===== config.mk =====
export PLATFORM = sky130hd
export DESIGN_NAME = intro_fade_ctrl
export DESIGN_NICKNAME = d
export VERILOG_FILES = /design/src/rtl/intro_fade_ctrl.sv
export SDC_FILE = /design/constraint.sdc
export NUM_CORES = 1
export LEC_CHECK = 0
export ABC_AREA = 1
export BUFFER_PORTS_ARGS = -buffer_cell sky130_fd_sc_hd__buf_2
export CELL_PAD_IN_SITES_DETAIL_PLACEMENT = 1
export CELL_PAD_IN_SITES_GLOBAL_PLACEMENT = 2
export CORE_MARGIN = 2
export CORE_UTILIZATION = 35
export DETAILED_ROUTE_END_ITERATION = 7
export GPL_ROUTABILITY_DRIVEN = 0
export PLACE_DENSITY = 0.85
export SYNTH_ARGS = -nofsm -noshare
export SYNTH_HDL_FRONTEND = slang
export SYNTH_SLANG_ARGS = --single-unit

===== constraint.sdc =====
create_clock -name clk -period 8.5 [get_ports clk]
set_input_delay 0.425 -clock clk [delete_from_list [all_inputs] [get_ports clk]]
set_output_delay 0.425 -clock clk [all_outputs]
set_load 0.05 [all_outputs]

===== src/rtl/intro_fade_ctrl.sv =====
// Intro screen brightness sequencer: fade in, hold, fade out, done.
// Optional skip input enabled by defining INTRO_FADE_SKIP_EN.
module intro_fade_ctrl #(
    parameter int STEP_FRAMES = 4,
    parameter int HOLD_FRAMES = 120
) (
    input  logic       clk,
    input  logic       reset,
    input  logic       start,
    input  logic       frame_tick,
    input  logic       video_on,
    input  logic [3:0] pal_red,
    input  logic [3:0] pal_green,
    input  logic [3:0] pal_blue,
`ifdef INTRO_FADE_SKIP_EN
    input  logic       skip,
`endif
    output logic [3:0] red,
    output logic [3:0] green,
    output logic [3:0] blue,
    output logic [4:0] level,
    output logic       busy,
    output logic       done
);

    localparam int MAXF = (STEP_FRAMES > HOLD_FRAMES) ?
                          STEP_FRAMES : HOLD_FRAMES;
    localparam int CW = (MAXF < 2) ? 1 : $clog2(MAXF);
    localparam logic [CW-1:0] STEP_LAST = CW'(STEP_FRAMES - 1);
    localparam logic [CW-1:0] HOLD_LAST = CW'(HOLD_FRAMES - 1);

    typedef enum logic [2:0] {
        IDLE,
        FADE_IN,
        HOLD,
        FADE_OUT,
        DONE
    } state_t;

    state_t        state;
    logic [CW-1:0] frm_cnt;
    logic          skip_req;

`ifdef INTRO_FADE_SKIP_EN
    assign skip_req = skip;
`else
    assign skip_req = 1'b0;
`endif

    // (c*level)>>4 with a 9-bit product; level 16 passes c unchanged
    function automatic logic [3:0] scale(input logic [3:0] c,
                                         input logic [4:0] l);
        return 4'((9'(c) * 9'(l)) >> 4);
    endfunction

    always_ff @(posedge clk) begin
        if (reset) begin
            state   <= IDLE;
            frm_cnt <= '0;
            level   <= 5'd0;
            busy    <= 1'b0;
            done    <= 1'b0;
            red     <= 4'd0;
            green   <= 4'd0;
            blue    <= 4'd0;
        end else begin
            done  <= 1'b0;
            red   <= video_on ? scale(pal_red, level) : 4'd0;
            green <= video_on ? scale(pal_green, level) : 4'd0;
            blue  <= video_on ? scale(pal_blue, level) : 4'd0;

            unique case (state)
                IDLE, DONE: begin
                    if (start) begin
                        state   <= FADE_IN;
                        level   <= 5'd0;
                        frm_cnt <= '0;
                        busy    <= 1'b1;
                    end
                end
                FADE_IN: begin
                    if (skip_req) begin
                        frm_cnt <= '0;
                        // nothing to fade out from level 0
                        if (level == 5'd0) begin
                            state <= DONE;
                            busy  <= 1'b0;
                            done  <= 1'b1;
                        end else begin
                            state <= FADE_OUT;
                        end
                    end else if (frame_tick) begin
                        if (frm_cnt == STEP_LAST) begin
                            frm_cnt <= '0;
                            level   <= level + 5'd1;
                            if (level == 5'd15)
                                state <= HOLD;
                        end else begin
                            frm_cnt <= frm_cnt + 1'b1;
                        end
                    end
                end
                HOLD: begin
                    if (skip_req) begin
                        state   <= FADE_OUT;
                        frm_cnt <= '0;
                    end else if (frame_tick) begin
                        if (frm_cnt == HOLD_LAST) begin
                            state   <= FADE_OUT;
                            frm_cnt <= '0;
                        end else begin
                            frm_cnt <= frm_cnt + 1'b1;
                        end
                    end
                end
                FADE_OUT: begin
                    if (frame_tick) begin
                        if (frm_cnt == STEP_LAST) begin
                            frm_cnt <= '0;
                            level   <= level - 5'd1;
                            if (level == 5'd1) begin
                                state <= DONE;
                                busy  <= 1'b0;
                                done  <= 1'b1;
                            end
                        end else begin
                            frm_cnt <= frm_cnt + 1'b1;
                        end
                    end
                end
                default: begin
                    state <= IDLE;
                    busy  <= 1'b0;
                end
            endcase
        end
    end

endmodule


==> summary.md <==
| Metric | Value |
|---|---|
| Max cap viols | 0 |
| Flops & latches, synth | 29 |
| Worst-path clk slew | about 0.08 ns |
| Area leader, netlist | dfxtp_1 |
| DRT Wirelength | 7.517 mm |
| Grt ovf | 0 |
| Fin crit share | between 30% and 40% |
| Leakage | ~1.8 nW |
| Pwr Density | a little under 300 mW/mm² |
| Area taken by multi-input logic gates | 0.001919 mm² |
| Vias in the first global route | around 3000 |
| FFs w/ async S/R, synth | 0% |
| RSZ-0062 raised after global routing | no |
| Wire per inst | roughly 13 µm |
| Crit-path leading delay family | adder cells |
| Hold Buf Count CTS | 0 |
| Clk root buf | clkbuf_8 |
| Worst hold endpoint | busy |
| Initial drt markers | 66 |
| Largest net degree at the start of global routing | 20 |
| Cts repair resizes | 0 |
| CTS sink cnt | 29 |
| Comb pwr share | 59.2% |
| Final setup vio count | 0 |
| Post-Syn Area | 0.002856 mm² |
| Dpl cells | 562 |
| WP data arrival | about 3.3 ns |
| Initial antenna violation count | 0 |
| Seq pwr share | between 20 and 25% |
| Worst-Margin Slew | between 0.7 and 0.8 ns |
| Fill cells | 1078 |
| Slowest stage cell, crit path | dfxtp_1 |
| Post-DRT Antenna Nets | 0 |
| Worst r2r dst | red[1] |
| Top FF cell, synth | dfxtp_1 |
| H-Tree Depth | 2 |
| Share of the synthesized area in the top cell type | 20.32% |
| EDFF count, synth | 0 |
| Synth Warn # | 0 |
| Critical path class | reg2reg |
| CTS tree | done |
| Syn_area_per_cell | approximately 6.6 µm² |
| Global-route wire length before repair | approximately 13 mm |
| Startpoint types | flip-flop |
| Final cell utilization of the core | slightly above 40% |
| Post-synthesis sequential area ratio | approximately a fifth |
| Mapped Cells | ~430 |
| Setup TNS | 0 ns |
| Worst EP required | 8.67 ns |
| CTS buffer count | 5 |
| Final Hold Fails | 0 |
| Final Power | 931.3 µW |
| IO Count | 36 |
| Fraction of power spent switching nets | 53.86% |
| NetSw | roughly 500 µW |
| R2R Path Start | level[2] |
| Max VDD drop | around 0.11 mV |
| DR vias/cell | 4.802 |
| Clock Latency Late Sink | around 0.3 ns |
| FF-to-FF setup slack | 5.38 ns |
| Max Clock Freq | around 320 MHz |
| Mapped Nets | about 500 |
| First-pass iteration count of the detailed router | 4 |
| CP Cell Sequence | nand2_1 > fa_1 > fa_1 > inv_1 > ha_1 > a21oi_1 > o21ai_0 > o21ai_0 > a21oi_1 |
| Worst hold stages | 2 |
| Post-CTS Setup Bufs | 0 |
| Area delta synth->final | 12.92% |
| Gr usage total | 18.72% |
| Initial Util | a little over a third |
| Count of different cell masters after synthesis | 30 |
| Die Height | approximately 94 µm |
| Final nets | approximately 530 |
| Worst hold start | reset |
| Area contributors post-synth | dfxtp_1 20%, nand2_1 17%, ha_1 14% |
| CP Capture Type | flip-flop |
| Period minus WS final | around 3.1 ns |
| Fin. max-slew vios | 0 |
| Worst min path class | in2reg |
| Crit-path max FO | 19 |
| Register Area | around 580 µm² |
| Rel. slew slack | between 50% and 60% |
| Power Internal | 429.7 µW |
| Status | finished clean |
| Fin cells | between 500 and 600 |
| I/O Buffers | 35 |
| Clock skew | roughly 0.0071 ns |
| Dpl hpwl | 5.841 mm |
| Worst r2r path cells | 9 |
| Die area | between 0.008 and 0.009 mm² |
| Crit path buf inv count | 1 |
| CP peak stage delay | 0.79 ns |
| Residual DRC | 0 |
| # diodes | 0 |
| CORE AREA | just under 0.008 mm² |
| Clock Tree Buf Depth | 2 |
| Vias | around 2700 |
| Clock network fraction of design power | between 10% and 20% |
| Share of cells above drive strength 1 | 12.18% |
| Row Count | 32 |
| Chip Width | approximately 94 µm |
[layout by cell type (no fill, tap or decap)]
master,n
xnor2_1,3
a21oi_2,2
bufinv_16,1
inv_2,1
fa_1,15
ha_1,32
clkbuf_8,5
o21a_1,3
a21oi_1,28
nor2_1,41
nor2_2,2
and2_1,1
a31oi_1,1
xor2_1,5
buf_2,35
clkinv_4,1
o21ai_0,16
dfxtp_1,29
nand2_1,127
nor3_2,1
nand3b_1,1
nand3_1,17
nor2_4,1
o21bai_1,3
nand2_4,1
nand2_2,5
clkinvlp_4,1
o21ai_2,1
nor3_1,4
inv_1,81
nand4_1,4
[cell usage after synthesis (all sizes together) (2+ instances only)]
library cell	n
nor2	44
o21ai	17
nand4	4
inv	82
fa	15
clkbuf	2
xor2	5
xnor2	3
o21a	3
nor3	5
a21oi	30
buf	6
dfxtp	29
nand3	17
o21bai	3
nand2	133
ha	32
[power groups by stage]
stage                     clock (mW)  sequential [mW]  combinational, mW
final                          0.156            0.225              0.551
after global routing           0.166            0.233              0.639
after CTS                      0.159            0.226              0.561
after detailed placement           0            0.228              0.555
after global placement             0            0.227              0.537
after floorplan                    0            0.266              0.390
[worst max path at each step]
stage | startpoint | to | slack, ns | cells past startpoint
after global routing | level[2] | green[1] | 5.04 | 9
after detailed placement | level[2] | red[1] | 5.39 | 9
final | level[2] | red[1] | 5.38 | 9
after CTS | level[2] | red[1] | 5.38 | 9
after floorplan | level[2] | green[2] | 5.32 | 12
after global placement | level[2] | red[1] | 5.44 | 9
[registers in the layout (all words and copies together), names as in the netlist]
name     cells
blue         4
busy         1
done         1
frm_cnt      7
green        4
level        5
red          4
state        3
[kinds of logic after synthesis]
family / count (synthesis) / share of synthesized area [%]
adder cells (fa/ha/maj): 47 / 24.53
buffers and inverters: 90 / 12.48
flip-flops: 29 / 20.32
AND/OR/NAND/NOR: 205 / 29.79
AO/OA/AOI/OAI: 54 / 10.43
XOR/XNOR: 8 / 2.453
[layout make-up]
class / instances / share of cell area, %
Clock buffer: 5 / 2.133
Tap cell: 102 / 3.957
Clock inverter: 3 / 1.435
Multi-Input combinational cell: 314 / 59.50
Timing Repair Buffer: 35 / 5.431
Inverter: 82 / 9.542
Sequential cell: 29 / 18.00
[stage by stage]
step           worst slack [ns]  area [µm²]  hold slack (ns)
4_1_cts                   5.376        3226           0.3087
3_3_place_gp              5.436        3110           0.4546
3_5_place_dp              5.387        3110           0.4771
6_report                  5.384        3226           0.3129
2_1_floorplan             5.319        2856           0.4556
5_1_grt                   5.035        3226           0.3154
[per-layer routing]
metal	GRT usage [%]	share of wire, %	up-vias
met5	0	0	-
met4	4.831	1.0	0
met3	3.113	2.7	8
met2	36.85	53	30
met1	20.55	43	1303
li1	-	-	1396
(Power assumes the default switching activity.)
